$ cat src/rtl/capture_pkg.sv
// Shared definitions for the per-channel capture sequencer:
// FSM state encoding and default address widths.
package capture_pkg;

    localparam int CAP_ADDR_WIDTH     = 13;
    localparam int CAP_RAM_ADDR_WIDTH = 14;

    typedef enum logic [1:0] {
        ST_IDLE    = 2'd0,
        ST_CAPTURE = 2'd1,
        ST_POST    = 2'd2,
        ST_DONE    = 2'd3
    } cap_state_t;

endpackage

$ cat src/rtl/capture_addr_mux.sv
// RAM address selection: the capture write pointer or a readout index
// rebased onto the oldest sample of the frozen buffer.
module capture_addr_mux
    import capture_pkg::*;
#(
    parameter int ADDR_WIDTH     = CAP_ADDR_WIDTH,
    parameter int RAM_ADDR_WIDTH = CAP_RAM_ADDR_WIDTH
) (
    input  logic                      i_rd_sel,
    input  logic [ADDR_WIDTH-1:0]     i_wr_ptr,
    input  logic [ADDR_WIDTH-1:0]     i_start_addr,
    input  logic [ADDR_WIDTH-1:0]     i_rd_addr,
    output logic [RAM_ADDR_WIDTH-1:0] o_ram_addr
);

    logic [ADDR_WIDTH-1:0] w_rd_phys;
    logic [ADDR_WIDTH-1:0] w_sel_addr;

    // Natural ADDR_WIDTH wrap gives the circular rebase for free.
    assign w_rd_phys  = i_start_addr + i_rd_addr;
    assign w_sel_addr = i_rd_sel ? w_rd_phys : i_wr_ptr;
    assign o_ram_addr = {{(RAM_ADDR_WIDTH-ADDR_WIDTH){1'b0}}, w_sel_addr};

endmodule

$ cat src/rtl/capture_sequencer.sv
// One-channel capture sequencer: circular pre-trigger capture, counted
// post-trigger fill, freeze, and oldest-first readout of the sample RAM.
module capture_sequencer
    import capture_pkg::*;
#(
    parameter int ADDR_WIDTH     = CAP_ADDR_WIDTH,
    parameter int RAM_ADDR_WIDTH = CAP_RAM_ADDR_WIDTH
) (
    input  logic                      clk,
    input  logic                      rst_n,
    input  logic                      arm,
    input  logic                      abort,
    input  logic                      sample_valid,
    input  logic                      sample_in,
    input  logic                      trigger,
    input  logic [ADDR_WIDTH-1:0]     post_count,
    input  logic                      rd_req,
    input  logic [ADDR_WIDTH-1:0]     rd_addr,
    output logic [RAM_ADDR_WIDTH-1:0] ram_addr,
    output logic                      ram_we,
    output logic                      ram_data,
    input  logic                      ram_q,
    output logic                      rd_data,
    output logic                      rd_valid,
    output logic                      busy,
    output logic                      done,
    output logic                      wrapped,
    output logic [ADDR_WIDTH-1:0]     trig_addr
);

    localparam logic [ADDR_WIDTH-1:0] ONE     = ADDR_WIDTH'(1);
    localparam logic [ADDR_WIDTH-1:0] PTR_MAX = {ADDR_WIDTH{1'b1}};

    cap_state_t            r_state;
    cap_state_t            w_next_state;
    logic [ADDR_WIDTH-1:0] r_wr_ptr;
    logic [ADDR_WIDTH-1:0] r_post_cnt;
    logic [ADDR_WIDTH-1:0] r_post_len;
    logic [ADDR_WIDTH-1:0] r_start_addr;
    logic [ADDR_WIDTH-1:0] r_trig_addr;
    logic                  r_wrapped;
    logic                  r_rd_valid;

    logic                  w_arm_go;
    logic                  w_wr_en;
    logic                  w_trig_hit;
    logic                  w_finish;
    logic                  w_wrap_now;
    logic                  w_rd_accept;
    logic [ADDR_WIDTH-1:0] w_eff_post;

    always_ff @(posedge clk or negedge rst_n) begin
        if (!rst_n) begin
            r_state <= ST_IDLE;
        end else begin
            r_state <= w_next_state;
        end
    end

    // A zero post-trigger length behaves as one: keep just the trigger sample.
    assign w_eff_post = (r_post_len == '0) ? ONE : r_post_len;

    always_comb begin
        w_next_state = r_state;
        w_arm_go     = 1'b0;
        w_wr_en      = 1'b0;
        w_trig_hit   = 1'b0;
        w_finish     = 1'b0;
        w_rd_accept  = 1'b0;
        if (abort) begin
            w_next_state = ST_IDLE;
        end else begin
            case (r_state)
                ST_IDLE, ST_DONE: begin
                    if (arm) begin
                        w_arm_go     = 1'b1;
                        w_next_state = ST_CAPTURE;
                    end
                end
                ST_CAPTURE: begin
                    if (sample_valid) begin
                        w_wr_en = 1'b1;
                        if (trigger) begin
                            w_trig_hit = 1'b1;
                            if (w_eff_post <= ONE) begin
                                w_finish     = 1'b1;
                                w_next_state = ST_DONE;
                            end else begin
                                w_next_state = ST_POST;
                            end
                        end
                    end
                end
                ST_POST: begin
                    if (sample_valid) begin
                        w_wr_en = 1'b1;
                        if (r_post_cnt == ONE) begin
                            w_finish     = 1'b1;
                            w_next_state = ST_DONE;
                        end
                    end
                end
                default: w_next_state = ST_IDLE;
            endcase
        end
        // Readout only touches the RAM port while no capture owns it.
        if (rd_req && (r_state == ST_IDLE || r_state == ST_DONE)) begin
            w_rd_accept = 1'b1;
        end
    end

    assign w_wrap_now = r_wrapped
                      | ((r_state == ST_CAPTURE) && w_wr_en && (r_wr_ptr == PTR_MAX));

    always_ff @(posedge clk or negedge rst_n) begin
        if (!rst_n) begin
            r_wr_ptr     <= '0;
            r_post_cnt   <= '0;
            r_post_len   <= '0;
            r_start_addr <= '0;
            r_trig_addr  <= '0;
            r_wrapped    <= 1'b0;
            r_rd_valid   <= 1'b0;
        end else begin
            r_rd_valid <= w_rd_accept;
            if (w_arm_go) begin
                r_wr_ptr   <= '0;
                r_wrapped  <= 1'b0;
                r_post_len <= post_count;
            end
            if (w_wr_en) begin
                r_wr_ptr <= r_wr_ptr + ONE;
                if (r_state == ST_CAPTURE && r_wr_ptr == PTR_MAX) begin
                    r_wrapped <= 1'b1;
                end
                if (r_state == ST_POST) begin
                    r_post_cnt <= r_post_cnt - ONE;
                end
            end
            if (w_trig_hit) begin
                r_trig_addr <= r_wr_ptr;
                r_post_cnt  <= w_eff_post - ONE;
            end
            // Oldest sample sits just past the final write once the ring has filled.
            if (w_finish) begin
                r_start_addr <= w_wrap_now ? (r_wr_ptr + ONE) : '0;
            end
        end
    end

    capture_addr_mux #(
        .ADDR_WIDTH     (ADDR_WIDTH),
        .RAM_ADDR_WIDTH (RAM_ADDR_WIDTH)
    ) u_addr_mux (
        .i_rd_sel     (w_rd_accept),
        .i_wr_ptr     (r_wr_ptr),
        .i_start_addr (r_start_addr),
        .i_rd_addr    (rd_addr),
        .o_ram_addr   (ram_addr)
    );

    assign ram_we    = w_wr_en;
    assign ram_data  = sample_in;
    assign rd_valid  = r_rd_valid;
    assign rd_data   = r_rd_valid & ram_q;
    assign busy      = (r_state == ST_CAPTURE) || (r_state == ST_POST);
    assign done      = (r_state == ST_DONE);
    assign wrapped   = r_wrapped;
    assign trig_addr = r_trig_addr;

endmodule

$ cat config.mk
export PLATFORM = sky130hd
export DESIGN_NAME = capture_sequencer
export DESIGN_NICKNAME = d
export VERILOG_FILES = /design/src/rtl/capture_pkg.sv /design/src/rtl/capture_addr_mux.sv /design/src/rtl/capture_sequencer.sv
export SDC_FILE = /design/constraint.sdc
export NUM_CORES = 1
export LEC_CHECK = 0
export ABC_AREA = 1
export BUFFER_PORTS_ARGS = -buffer_cell sky130_fd_sc_hd__buf_2
export CAP_MARGIN = 10
export CORE_ASPECT_RATIO = 1.1
export CORE_MARGIN = 2
export CORE_UTILIZATION = 52
export CTS_CLUSTER_SIZE = 12
export DETAILED_ROUTE_END_ITERATION = 10
export PLACE_DENSITY_LB_ADDON = 0.3
export REMOVE_ABC_BUFFERS = 1
export SKIP_LAST_GASP = 1
export SLEW_MARGIN = 30
export SYNTH_ARGS = -nofsm -noshare
export SYNTH_HDL_FRONTEND = slang
export SYNTH_HIERARCHICAL = 1
export SYNTH_SLANG_ARGS = --single-unit
export TNS_END_PERCENT = 10
$ cat constraint.sdc
create_clock -name clk -period 2.15 [get_ports clk]
set_input_delay 0.43 -clock clk [delete_from_list [all_inputs] [get_ports clk]]
set_output_delay 0.43 -clock clk [all_outputs]
set_load 0.03 [all_outputs]
==> Yosys cells after proc, flatten, opt, wreduce, memory -nomap -nowiden <==
Cells that the tools add are included.
{ "word_totals": {"reg_bits": 69, "output_inout_bits": 34} }
{ "classes": {"addsub": 4, "magnitude_cmp": 1, "n_eq_ne": 10, "n_mux": 37, "bitwise_logic": 2, "reduce_logical": 15} }
{ "op_table": {"columns": ["op", "n"], "rows": [
  ["$mux 13", 8],
  ["$sub 13x1->13 const B", 2],
  ["$mux 1", 21],
  ["$ne 3x3->1 const B", 5],
  ["$add 13x1->13 const B", 1],
  ["$add 13x13->13", 1],
  ["$eq 13x1->1 const B", 1],
  ["$eq 13x13->1 const B", 1],
  ["$le 13x1->1 const B", 1],
  ["$logic_not 13->1", 1],
  ["$mux 2", 6],
  ["$pmux 2 s3", 1],
  ["$reduce_bool 2->1", 3],
  ["$reduce_and 5->1", 1],
  ["$eq 2x2->1 const B", 2],
  ["$logic_and 1x1->1", 4],
  ["$reduce_or 2->1", 2],
  ["$eq 2x1->1 const B", 1],
  ["$logic_not 2->1", 1],
  ["$logic_or 1x1->1", 2],
  ["$pmux 1 s2", 1],
  ["$reduce_and 2->1", 1],
  ["$and 1x1->1", 1],
  ["$or 1x1->1", 1]
]} }

==> Depth between registers and ports, before layout <==
{ "logic_depth": {"depth_word": 8, "depth_mapped": 13} }

==> Cells and area by module <==
Netlist, hierarchy kept.
{ "by_module_without_submodules": {"columns": ["mod", "n_inst", "cells_per_inst", "area_per_inst_um2", "seq_area_each_um2"], "rows": [
  ["capture_sequencer", 1, 463, 3706.1, 1726.7],
  ["capture_addr_mux", 1, 175, 868.3, 0.0]
]} }

==> Worst setup path before layout <==
Ideal clock, no wire load.
{ "synth_path": {"path_kind": "input to output", "start": "input rd_addr[0]", "end": "output ram_addr[6]", "arrival_ns": 2.213, "required_time_ns": 1.720, "setup_slack_ns": -0.493, "cell_stages": 7, "path_buffers": 0, "cell_sequence": "ha_1 > fa_1 > nand3_1 > nand3_2 > a21oi_1 > nor2_1 > o21ai_0"} }
{ "synth_via": {"elab_chain_len": 2} }
{ "synth_rtl": {"columns": ["element", "line_no", "source"], "rows": [
  ["start, declared", "capture_sequencer.sv:18", "input logic [ADDR_WIDTH-1:0] rd_addr,"],
  ["$add 13x13->13", "capture_addr_mux.sv:20", "assign w_rd_phys = i_start_addr + i_rd_addr;"],
  ["$mux 13", "capture_addr_mux.sv:21", "assign w_sel_addr = i_rd_sel ? w_rd_phys : i_wr_ptr;"],
  ["end, declared", "capture_sequencer.sv:19", "output logic [RAM_ADDR_WIDTH-1:0] ram_addr,"]
]} }
No other way between the ends.

==> Worst setup path in the final report <==
{ "layout_path": {"start": "register r_start_addr[0]", "end": "output ram_addr[8]"} }
{ "layout_via": {"elab_chain_len": 2} }
{ "layout_rtl": {"columns": ["element", "line_no", "source"], "rows": [
  ["start, declared", "capture_sequencer.sv:39", "logic [ADDR_WIDTH-1:0] r_start_addr;"],
  ["start signal, assigned", "capture_sequencer.sv:146", "r_start_addr <= w_wrap_now ? (r_wr_ptr + ONE) : '0;"],
  ["$add 13x13->13", "capture_addr_mux.sv:20", null],
  ["$mux 13", "capture_addr_mux.sv:21", null]
]} }
No other way between the ends.

==> impl_metrics.sql <==
INSERT INTO impl_metrics (metric_group, metric, value, unit) VALUES
('outcome', 'run_status', 'finished with violations', ''),
('outcome', 'failed_checks', 'negative setup slack', ''),
('worst_setup_path', 'timing_worst_setup_path_type', 'reg -> out', ''),
('global_routing', 'globalRouteTotalUtil', '0.253', ''),
('run', 'cap_viol_max_count', '0', ''),
('clock_network', 'tritoncts.num_buffers', '9', ''),
('clock_network', 'cts.hold.buffers_added', '0', ''),
('timing', 'rsz0062_at_grt', 'true', ''),
('floorplanning', 'dieWidth', '93.4', 'microns'),
('placement', 'io_buffer_count', '65', ''),
('timing', 'final_period_minus_worst_setup_slack', '2.47', 'ns'),
('worst_setup_path', 'r2r_cells', '12', ''),
('cells_and_area', 'syn2layout_area_growth', '22.2', '%'),
('timing', 'finalSetupViolations', '14', ''),
('cells_and_area', 'final_util', '0.661', ''),
('logic_synthesis', 'async_flop_share', '1.00', ''),
('clock_network', 'clkTransAtPathRegs', '0.08', 'ns'),
('drt', 'final_antenna_net_count', '0', ''),
('drt', 'route.detailed.drc', '0', ''),
('drt', 'routed_wirelength', '11.9', 'mm'),
('logic_synthesis', 'sequential_to_total_area_share_from_yosys_stat', '0.377', ''),
('floorplanning', 'core_area', '8450', 'sq um'),
('timing', 'timing.final.hold_violations', '0', ''),
('cells_and_area', 'num_antenna_cells', '0', ''),
('logic_synthesis', 'post-synth-top-area-cell', 'sky130_fd_sc_hd__dfrtp_1', ''),
('cells_and_area', 'layout.filler_cells', '712', ''),
('logic_synthesis', 'synth_area_leaders', 'sky130_fd_sc_hd__dfrtp_1 (38%), sky130_fd_sc_hd__nand2_1 (16%), sky130_fd_sc_hd__inv_1 (6.4%), sky130_fd_sc_hd__nand3_1 (5.6%), sky130_fd_sc_hd__ha_1 (5.5%)', ''),
('worst_setup_path', 'rr_startpoint', 'r_post_len[3]', ''),
('timing', 'period_share', '1.15', ''),
('global_routing', 'grt_pass1_wl', '19.3', 'mm'),
('global_routing', 'largest_net_degree_at_the_start_of_global_routing', '70', ''),
('floorplanning', 'floorplan.rows', '35', ''),
('power', 'relative_contribution_of_combinational_cells_to_total_power', '0.437', ''),
('drt', 'drt_pass1_iterations', '5', ''),
('worst_setup_path', 'crit_path_frequent_cell', 'sky130_fd_sc_hd__nand2_1', ''),
('worst_setup_path', 'r2r_end', 'r_post_cnt[8]', ''),
('worst_setup_path', 'start_kind', 'flop', ''),
('floorplanning', 'dieArea', '9560', 'sq um'),
('cells_and_area', 'sequential_cell_area', '1730', 'sq um'),
('logic_synthesis', 'synth.top_cells.by_count', 'sky130_fd_sc_hd__nand2_1 (198), sky130_fd_sc_hd__inv_1 (78), sky130_fd_sc_hd__dfrtp_1 (69)', ''),
('clock_network', 'worstSkewPairLatency', '0.35', 'ns'),
('worst_setup_path', 'critical_path_buf_inv_count', '1', ''),
('placement', 'final_estimated_routing_congestion_in_global_placement', '0.887', ''),
('timing', 'worst_slack', '-0.319', 'ns'),
('worst_setup_path', 'minimum_setup_slack_among_reg_to_reg_paths', '0.13', 'ns'),
('timing', 'hold-worst-slack', '0.0836', 'ns'),
('power', 'worst_vdd_rail_ir_drop', '0.600', 'mV'),
('timing', 'fmax', '405', 'MHz'),
('logic_synthesis', 'ys_types', '40', ''),
('placement', 'dp_hpwl', '8.71', 'mm'),
('worst_setup_path', 'critical_path_peak_fanout', '4', ''),
('global_routing', 'grt_antenna_before_repair', '0', ''),
('logic_synthesis', 'ys.flop_type', 'sky130_fd_sc_hd__dfrtp_1', ''),
('worst_setup_path', 'slowest_stage', 'sky130_fd_sc_hd__dfrtp_1', ''),
('cells_and_area', 'multi_input_area', '2590', 'sq um'),
('logic_synthesis', 'ys_warn_count', '6', ''),
('timing', 'final-max-slew-violation-count', '0', ''),
('worst_setup_path', 'crit_path_cell_chain', 'ha_2, fa_2, nand3_2, nand3_4, nand2_1, nand2_1, xor2_1, nand2_1, nand2_1, buf_6', ''),
('worst_setup_path', 'cp_slowest_stage_delay', '0.39', 'ns'),
('drt', 'drt_iter0_drc', '243', ''),
('placement', 'place_worst_setup_slack', '-0.310', 'ns'),
('floorplanning', 'die_height', '102', 'microns'),
('power', 'powerDensity', '967', 'nW/um^2'),
('clock_network', 'clock_tree.buffer_depth', '2', ''),
('drt', 'vias', '4498', ''),
('clock_network', 'ctsRootBufferMaster', 'sky130_fd_sc_hd__clkbuf_8', ''),
('power', 'internal_power', '3060', 'uW'),
('logic_synthesis', 'synth.cell_area', '4570', 'sq um'),
('logic_synthesis', 'synth_top_area_share', '0.377', ''),
('logic_synthesis', 'yosys.cell_count.top_type', 'sky130_fd_sc_hd__nand2_1', ''),
('timing', 'clock_skew', '0.00623', 'ns');
[per-layer routing]
metal	vias to the layer above	global-route usage	share of wire
li1	2231	-	-
met1	2084	0.274	0.40
met2	149	0.476	0.52
met3	34	0.0273	0.040
met4	0	0.145	0.037
met5	-	0	0
[how the worst max path moves through the flow]
stage | from | slack (ns) | end | cells past startpoint
after detailed placement | rd_addr[0] | -0.31 | ram_addr[6] | 9
after global placement | rd_addr[0] | -0.28 | ram_addr[6] | 9
after floorplan | rd_addr[0] | -0.49 | ram_addr[6] | 7
after CTS | r_start_addr[0] | -0.30 | ram_addr[8] | 10
final | r_start_addr[0] | -0.32 | ram_addr[8] | 10
after global routing | r_start_addr[0] | -0.38 | ram_addr[10] | 9
[state kept, by name (all words and copies together), names as in the netlist]
| signal | flops |
|---|---|
| wrapped | 1 |
| r_start_addr | 13 |
| r_wr_ptr | 13 |
| r_state | 2 |
| rd_valid | 1 |
| r_post_len | 13 |
| r_post_cnt | 13 |
| trig_addr | 13 |
[logic make-up (layout without fill, tap and decap cells)]
kind of cell,Yosys count,count (layout),share of synthesized area
buffers and inverters,97,191,0.0905
adders and majority gates,21,21,0.0591
AOI/OAI and AO/OA,82,82,0.0960
xor gates and xnor gates,15,15,0.0287
DFF,69,69,0.377
and+or+nand+nor,348,348,0.335
other,1,1,0.000820
muxes,5,5,0.0123
[power groups by stage]
stage                     Clock (uW)  Sequential (uW)  Combinational (uW)
after global placement             0             1940                2240
after global routing            1160             1990                2620
after CTS                       1120             1940                2320
final                           1100             1940                2360
after detailed placement           0             1960                2290
after floorplan                    0             2130                1330
[cell usage in the layout (no fill, tap or decap), types with 2 or more instances in the layout]
cell,count
sky130_fd_sc_hd__buf_12,3
sky130_fd_sc_hd__nor2_2,4
sky130_fd_sc_hd__inv_1,77
sky130_fd_sc_hd__o211ai_1,3
sky130_fd_sc_hd__nand3_1,47
sky130_fd_sc_hd__nor3_2,3
sky130_fd_sc_hd__a31oi_1,3
sky130_fd_sc_hd__nand4_1,13
sky130_fd_sc_hd__nor3_1,5
sky130_fd_sc_hd__nand3_2,3
sky130_fd_sc_hd__nand2_2,6
sky130_fd_sc_hd__buf_6,3
sky130_fd_sc_hd__nand2_4,3
sky130_fd_sc_hd__o21ai_0,43
sky130_fd_sc_hd__or2_2,3
sky130_fd_sc_hd__buf_4,30
sky130_fd_sc_hd__dfrtp_1,68
sky130_fd_sc_hd__nand2_1,193
sky130_fd_sc_hd__nor2_4,2
sky130_fd_sc_hd__nand3_4,3
sky130_fd_sc_hd__nor2_1,54
sky130_fd_sc_hd__xor2_1,12
sky130_fd_sc_hd__buf_2,57
sky130_fd_sc_hd__o22ai_1,6
sky130_fd_sc_hd__inv_2,2
sky130_fd_sc_hd__a21oi_1,20
sky130_fd_sc_hd__clkinv_4,2
sky130_fd_sc_hd__nand3b_1,6
sky130_fd_sc_hd__clkbuf_8,10
sky130_fd_sc_hd__o21ai_1,2
sky130_fd_sc_hd__ha_4,6
sky130_fd_sc_hd__xnor2_1,3
sky130_fd_sc_hd__mux2_2,5
sky130_fd_sc_hd__ha_1,13
[repair_timing]
action	4_1_cts	5_1_grt
setup buffers	1	2
pin swaps	3	7
setup endpoints to repair	14	23
resized for setup	13	31
[layout make-up]
type	instances	area share
clock inverter	5	0.0107
sequential	69	0.309
tap	111	0.0249
clock buffer	11	0.0253
multi-input combinational	472	0.464
timing repair buffer	94	0.109
inverter	81	0.0562
[worst reg2reg max path: stages (launching register included)]
cell and delay (ns):
sky130_fd_sc_hd__dfrtp_1 0.40, sky130_fd_sc_hd__nor2_1 0.09, sky130_fd_sc_hd__nand2_1 0.08, sky130_fd_sc_hd__nor2_1 0.05, sky130_fd_sc_hd__nand2_2 0.07, sky130_fd_sc_hd__nand2_1 0.09, sky130_fd_sc_hd__inv_1 0.11, sky130_fd_sc_hd__ha_1 0.22
sky130_fd_sc_hd__nand2_1 0.13, sky130_fd_sc_hd__nor2_1 0.17, sky130_fd_sc_hd__nand2_1 0.09, sky130_fd_sc_hd__or2_2 0.28, sky130_fd_sc_hd__a31oi_1 0.17
[per-stage QoR]
stage	instances	power (uW)	TNS, ns	instance area [sq um]
after global routing	843	5770	-4.41	5590
after CTS	841	5380	-3.21	5420
after global placement	824	4180	-1.16	5170
after floorplan	622	3470	-1.96	4470
final	843	5400	-3.02	5590
after detailed placement	824	4250	-1.44	5170
No activity file was read; power rests on OpenSTA's default activity.
